$ cat config.mk
export PLATFORM = sky130hd
export DESIGN_NAME = qam_demod
export DESIGN_NICKNAME = d
export VERILOG_FILES = /design/src/rtl/qam_demod.sv
export SDC_FILE = /design/constraint.sdc
export NUM_CORES = 1
export LEC_CHECK = 0
export ABC_AREA = 1
export CAP_MARGIN = 20
export CORE_ASPECT_RATIO = 0.75
export CORE_MARGIN = 3
export CORE_UTILIZATION = 40
export DETAILED_ROUTE_END_ITERATION = 16
export HOLD_SLACK_MARGIN = 0.15
export PLACE_DENSITY = 0.67
export SYNTH_ARGS = -nofsm -noshare
export SYNTH_HDL_FRONTEND = slang
export SYNTH_SLANG_ARGS = --single-unit
$ cat constraint.sdc
create_clock -name axi_clk -period 2 [get_ports axi_clk]
set_clock_uncertainty 0.2 [all_clocks]
set_input_delay 0.3 -clock axi_clk [delete_from_list [all_inputs] [get_ports axi_clk]]
set_output_delay 0.3 -clock axi_clk [all_outputs]
set_load 0.005 [all_outputs]
$ cat src/rtl/qam_demod.sv
// 16-QAM coherent demodulator. Correlates each symbol period of the received
// samples against the local carrier, slices I/Q to four levels, and emits one symbol per period.
module qam_demod #(
    parameter int unsigned SPS    = 16,
    parameter int unsigned ACC_W  = 24,
    parameter int unsigned THRESH = 65536
) (
    input  logic       axi_clk,
    input  logic       axi_rstn,
    input  logic       qam_valid,
    input  logic [9:0] qam_in,
    input  logic       cor_valid,
    input  logic       cor_zero,
    input  logic [7:0] sin,
    input  logic [7:0] cos,
    output logic       dout_valid,
    output logic [3:0] dout,
    input  logic       dout_ready,
    output logic       sym_drop,
    output logic       sync_err
);
    localparam int unsigned CNT_W  = (SPS > 1) ? $clog2(SPS) : 1;
    localparam int unsigned PROD_W = 18;
    localparam logic [CNT_W-1:0]        LAST_IDX = CNT_W'(SPS - 1);
    localparam logic signed [ACC_W-1:0] THR_P    = ACC_W'(THRESH);
    localparam logic signed [ACC_W-1:0] THR_N    = -THR_P;

    typedef enum logic {IDLE = 1'b0, ACC = 1'b1} state_t;

    state_t                     state_q, state_d;
    logic [CNT_W-1:0]           cnt_q, cnt_d;
    logic [CNT_W-1:0]           idx;
    logic                       take;
    logic                       first_d, last_d, sync_err_d;
    logic                       accept;

    logic                       s1_vld_q, s1_first_q, s1_last_q;
    logic signed [PROD_W-1:0]   pi_q, pq_q, pi_d, pq_d;
    logic signed [ACC_W-1:0]    acc_i_q, acc_q_q;
    logic                       s2_last_q;
    logic                       dec_vld_q;
    logic [3:0]                 dec_q;
    logic                       dout_valid_q, sym_drop_q, sync_err_q;
    logic [3:0]                 dout_q;

    assign accept = qam_valid && cor_valid;
    assign pi_d   = PROD_W'($signed(qam_in)) * PROD_W'($signed(cos));
    assign pq_d   = PROD_W'($signed(qam_in)) * PROD_W'($signed(sin));

    // Four-level decision, Gray mapped: +3 -> 10, +1 -> 11, -1 -> 01, -3 -> 00
    function automatic logic [1:0] slice(input logic signed [ACC_W-1:0] a);
        logic [1:0] r;
        if (a >= THR_P)          r = 2'b10;
        else if (!a[ACC_W-1])    r = 2'b11;
        else if (a >= THR_N)     r = 2'b01;
        else                     r = 2'b00;
        return r;
    endfunction

    always_ff @(posedge axi_clk or negedge axi_rstn) begin
        if (!axi_rstn) begin
            state_q <= IDLE;
            cnt_q   <= '0;
        end else begin
            state_q <= state_d;
            cnt_q   <= cnt_d;
        end
    end

    // Symbol framing: a phase-zero marker always restarts the symbol at sample 0
    always_comb begin
        state_d    = state_q;
        cnt_d      = cnt_q;
        idx        = cnt_q;
        take       = 1'b0;
        first_d    = 1'b0;
        last_d     = 1'b0;
        sync_err_d = 1'b0;
        if (accept) begin
            case (state_q)
                IDLE: begin
                    if (cor_zero) begin
                        state_d = ACC;
                        take    = 1'b1;
                        idx     = '0;
                    end
                end
                ACC: begin
                    take = 1'b1;
                    if (cor_zero) begin
                        idx        = '0;
                        sync_err_d = (cnt_q != '0);
                    end
                end
                default: state_d = IDLE;
            endcase
        end
        if (take) begin
            first_d = (idx == '0);
            last_d  = (idx == LAST_IDX);
            cnt_d   = last_d ? '0 : idx + CNT_W'(1);
        end
    end

    // S1 products, S2 integrate-and-dump, S3 decision
    always_ff @(posedge axi_clk or negedge axi_rstn) begin
        if (!axi_rstn) begin
            s1_vld_q   <= 1'b0;
            s1_first_q <= 1'b0;
            s1_last_q  <= 1'b0;
            pi_q       <= '0;
            pq_q       <= '0;
            acc_i_q    <= '0;
            acc_q_q    <= '0;
            s2_last_q  <= 1'b0;
            dec_vld_q  <= 1'b0;
            dec_q      <= '0;
            sync_err_q <= 1'b0;
        end else begin
            s1_vld_q   <= take;
            sync_err_q <= sync_err_d;
            if (take) begin
                s1_first_q <= first_d;
                s1_last_q  <= last_d;
                pi_q       <= pi_d;
                pq_q       <= pq_d;
            end
            if (s1_vld_q) begin
                acc_i_q <= s1_first_q ? ACC_W'(pi_q) : acc_i_q + ACC_W'(pi_q);
                acc_q_q <= s1_first_q ? ACC_W'(pq_q) : acc_q_q + ACC_W'(pq_q);
            end
            s2_last_q <= s1_vld_q && s1_last_q;
            dec_vld_q <= s2_last_q;
            if (s2_last_q) begin
                dec_q <= {slice(acc_i_q), slice(acc_q_q)};
            end
        end
    end

    // One-entry output register; a decision that finds it full and stalled is dropped
    always_ff @(posedge axi_clk or negedge axi_rstn) begin
        if (!axi_rstn) begin
            dout_valid_q <= 1'b0;
            dout_q       <= '0;
            sym_drop_q   <= 1'b0;
        end else begin
            sym_drop_q <= 1'b0;
            if (dec_vld_q) begin
                if (!dout_valid_q || dout_ready) begin
                    dout_valid_q <= 1'b1;
                    dout_q       <= dec_q;
                end else begin
                    sym_drop_q <= 1'b1;
                end
            end else if (dout_ready) begin
                dout_valid_q <= 1'b0;
            end
        end
    end

    assign dout_valid = dout_valid_q;
    assign dout       = dout_q;
    assign sym_drop   = sym_drop_q;
    assign sync_err   = sync_err_q;

endmodule

# --- After elaboration in Yosys (flattened, before gate mapping) ---
# Cells that the tools add are included.
totals:
  regBits: 105
  latchBits: 0
  mem_bits_rw: 0
  rom_bits: 0
  in_bits: 32
  output_inout_bits: 7
  wordCells: 60
  n_memories: 0
op_classes:
  addsub: 3
  n_mul: 2
  div_mod_pow: 0
  order_cmp: 4
  eq_ne: 2
  shifts: 0
  muxes: 23
  bitwise: 1
  reduce_logical: 9
op_table:
  columns: ["operator", "n"]
  rows:
  - ["$add 24x18->24", 2]
  - ["$ge 24x17->1 const B", 2]
  - ["$ge 24x18->1 const B", 2]
  - ["$mux 24", 2]
  - ["$mul 10x8->18", 2]
  - ["$mux 1", 13]
  - ["$mux 4", 3]
  - ["$mux 2", 4]
  - ["$add 4x1->4 const B", 1]
  - ["$eq 4x4->1 const B", 1]
  - ["$logic_not 4->1", 1]
  - ["$reduce_and 2->1", 2]
  - ["$reduce_bool 4->1", 1]
  - ["$logic_and 1x1->1", 2]
  - ["$ne 2x1->1 const B", 1]
  - ["$pmux 1 s2", 1]
  - ["$reduce_bool 2->1", 1]
  - ["$logic_not 1->1", 1]
  - ["$logic_or 1x1->1", 1]
  - ["$not 1->1", 1]

# --- Depth between registers and ports, before layout ---
depth:
  ltp_word: 4
  ltp_mapped: 22
  ltp_nobuf: 20

# --- Worst setup path after synthesis ---
# Ideal clock, no wire load.
synth_timing:
  path_type: "input -> register"
  startpoint: "input qam_in[6]"
  endpoint: "register pi_q[16]"
  setup_ns: 0.133
  arrival_ns: 4.190
  t_required_ns: 1.667
  slack_ns: -2.523
  path_stages: 19
  n_path_buf: 2
  path_cell_list: "clkbuf_1 -> clkbuf_1 -> nor2_1 -> fa_1 -> inv_1 -> fa_1 -> inv_1 -> fa_1 -> inv_1 -> fa_1 -> inv_1 -> ha_1 -> nand2_1 -> nand2_1 -> a31oi_1 -> nand3_1 -> or2_2 -> nand3_1 -> o21ai_0"
synth_via:
  elab_chain_cells: 1
synth_rtl:
  columns: ["item", "line", "rtl"]
  rows:
  - ["start, declared", "11", "input logic [9:0] qam_in,"]
  - ["$mul 10x8->18", "47", "assign pi_d = PROD_W'($signed(qam_in)) * PROD_W'($signed(cos));"]
  - ["end signal, assigned", "125", "pi_q <= pi_d;"]
  - ["end, declared", "38", "logic signed [PROD_W-1:0] pi_q, pq_q, pi_d, pq_d;"]
# Every way passes these cells.
# A chain may end at the register's enable or synchronous reset.

# --- Worst setup path in the final report ---
layout_timing:
  startpoint: "input qam_in[9]"
  endpoint: "register pi_q[16]"
# The elaborated chain is that of the path after synthesis.

==> results.cfg <==
[synthesis]
synth_enable_flop_cells = 0
synth_area_um2 = 13850
synth_area_per_cell_um2 = 6.975
synthArstFlopShare_pct = 100.0
synth.largest_area_cell = fa_1
yosys.area.top_type_share_pct = 19.66
synth-main-ff-cell = dfrtp_1
syn_inst = 1985
synth_area_leaders = fa_1, dfrtp_1, nand2_1, inv_1, ha_1
seq_area_frac_synth_pct = 18.98
synth_seq_cells = 105
ys_warn_count = 0
synth_nets = 2267
synth.distinct_cells = 44

[clock_tree]
cts_htree_levels = 3
clock-root-buffer = clkbuf_16
clock_latency_ns = 0.38
cts_tree = yes
path_clk_slew_ns = 0.08
numCtsBuffers = 9
clk_path_buf_depth = 2
cts_sinks = 105

[worst_setup_path]
cpMostUsedCell = nand3_2
crit_slowest_cell = fa_2
crit_path_end_kind = register
start_kind = input port
cp.arrival_ns = 3.94
crit_chain = buf_12, buf_6, nand2_4, inv_4, fa_2, inv_4, buf_4, fa_2, fa_1, fa_1, inv_2, ha_4, inv_2, nor3_4, nand3_2, nand3_2, nand2_1, nand3_2, o21ai_1
cp_max_fo = 6
worstPathRequired_ns = 2.06
worstSetupPathType = input port to register
max_stage_delay_ns = 0.60

[sta]
rsz0062_at_grt = yes
min_period_ns = 3.873
worst_slack_ns = -1.873
period_share_pct = 193.7
max_freq_mhz = 258.2
slew_viol_final = 0
worst_pin_slew_ns = 0.7090
setup_violations = 50
hold_viol = 0
relSlewSlack_pct = 52.74

[global_routing]
grt_max_degree = 41
antenna_found_initial = 0
grt_pass1_wl_um = 68800
grtUsageTotal_pct = 22.29
grt-ovfl-total = 0
grt_pass1_vias = 14230

[routing]
via_count = 14080
first_pass_iters = 6
via_per_inst = 5.036
drc = 0
ant_nets = 0
routedWlPerCell_um = 15.46
drt_iter0_drc = 942
drt-total-wl_um = 43220

[status]
status = finished, violations left
violations = setup timing

[power]
ir_drop_uv = 1577
fin_total_pwr_mw = 38.55
power_density_nw_per_um2 = 1823
total_leakage_power_nw = 10.79

[placed_design]
gp_congestion = 0.9074
port_buffers = 38
dp_cells = 2665
dp_worst_setup_slack_ns = -2.695
hpwl_um = 29740

[die]
initial_utilization_pct = 40.94
dieArea_um2 = 36910
fp.dieW_um = 220.8
ioPinCount = 39
core_um2 = 33820
fp.dieH_um = 167.1
row_count = 58

[finish]
diodes = 0
fillers = 2680
drive_above_1_share_pct = 42.71
finalNetCount = 2623
area_delta_synth_final_pct = 52.72
instances_no_fill = 2796

[job]
max_cap_violations = 0

[min_path]
hp-class = input port to register
[report_power, final]
part / internal, mW / switching, mW / leakage (nW)
sequential: 3.02 / 1.09 / 1.28
clock: 1.05 / 0.895 / 0.153
combinational: 15.5 / 16.9 / 9.36
[layout make-up]
| class | instances | area, µm² | share of cell area, % |
|---|---|---|---|
| Clock buffer | 11 | 252.7 | 1.195 |
| Sequential cell | 105 | 2641 | 12.49 |
| Inverter | 444 | 1704 | 8.059 |
| Timing Repair Buffer | 400 | 3595 | 17.00 |
| Clock inverter | 5 | 60.06 | 0.2840 |
| Tap cell | 450 | 563.0 | 2.663 |
| Multi-Input combinational cell | 1381 | 12330 | 58.31 |
[synthesized netlist by cell type (22+ instances only)]
cell type	n
nand2_1	567
inv_1	441
nor2_1	138
fa_1	136
ha_1	114
dfrtp_1	105
a21oi_1	96
nand3_1	91
o21ai_0	68
clkbuf_1	48
nand4_1	33
xor2_1	22
[stage by stage]
step	hold slack (ns)	util, %	TNS, ns	cell area [µm²]
after global routing	0.1769	62.53	-51.51	21150
after CTS	0.1621	57.75	-45.34	19530
after floorplan	-0.1956	-	-47.78	14660
final	0.1698	62.53	-45.56	21150
after global placement	0.04729	50.45	-72.80	17060
after detailed placement	0.04777	50.45	-75.64	17060
[what timing repair did]
action / in CTS / in global routing
setup buffers: 62 / 52
endpoints found under the setup margin: 69 / 69
hold buffers: 1 / 0
endpoints found under the hold margin: 105 / 0
resized for setup: 530 / 337
cloned: 5 / 0
pin swaps: 253 / 243
[flip-flops by register name (all words and copies together) (netlist names)]
| name | cells |
|---|---|
| acc_i_q | 24 |
| acc_q_q | 24 |
| pi_q | 18 |
| pq_q | 18 |
| cnt_q | 4 |
| dec_q | 4 |
| dout | 4 |
| dec_vld_q | 1 |
| dout_valid | 1 |
| s1_first_q | 1 |
| s1_last_q | 1 |
| s1_vld_q | 1 |
| s2_last_q | 1 |
| state_q | 1 |
| sym_drop | 1 |
| sync_err | 1 |
[per-layer routing]
layer	up-vias	GRT usage [%]	wire length [µm]
li1	6753	-	-
met1	6929	30.26	18960
met2	335	38.17	21310
met3	64	3.593	2165
met4	0	4.085	783
met5	-	0	0
[cell families (layout without fill, tap and decap cells)]
family,count (synthesis),after routing,synth area share (%)
simple gates,876,876,26.13
buf+inv,499,860,13.74
fa+ha+maj,250,250,29.97
compound gates,210,210,8.296
flops,105,105,18.98
xor+xnor,42,42,2.657
mux,3,3,0.2440
[cell usage in the layout (no fill, tap or decap), types with 6 or more instances in the layout]
master           netlist  layout
dfrtp_1              105      98
xor2_1                22      19
o21ai_2                1       9
buf_12                 0      12
nor2_4                 2      39
nand2_2               14     121
clkdlybuf4s50_1        0      11
xnor2_1               20      14
ha_1                 114      20
fa_1                 136     118
a21oi_4                0      15
nand4_1               33      33
o21bai_1              10       7
ha_4                   0      89
o21ai_0               68      26
nor2_2                 6      24
a21oi_1               96      44
buf_8                  0       9
nand2_1              567     408
nand3_2                1      36
fa_2                   0      18
o21ai_1                8      38
clkbuf_16              0       9
nand2_4                0      52
nor2_1               138      83
buf_6                  0      83
inv_1                441     343
a21oi_2                3      40
a21o_1                 6       6
inv_2                  1      89
buf_4                  0     279
inv_4                  0      10
nand3_1               91      52
[critical path: cells and delay by family]
family,cells,cell delay [ns]
compound gates,1,0.05
buf+inv,7,0.57
simple gates,6,0.57
fa+ha+maj,5,2.42
[path summary, 6_finish.rpt]
check	from	endpoint	slack, ns	cells past startpoint
max	qam_in[9]	pi_q[16]	-1.87	19
min	qam_in[0]	pq_q[0]	0.17	4
max reg2reg	pq_q[0]	acc_q_q[16]	-0.17	13
min reg2reg	dec_vld_q	dout_valid	0.28	2
max in group asynchronous	axi_rstn	acc_q_q[16]	0.86	3
min in group asynchronous	axi_rstn	pi_q[12]	0.18	2
Power figures use the tool's default switching activity.
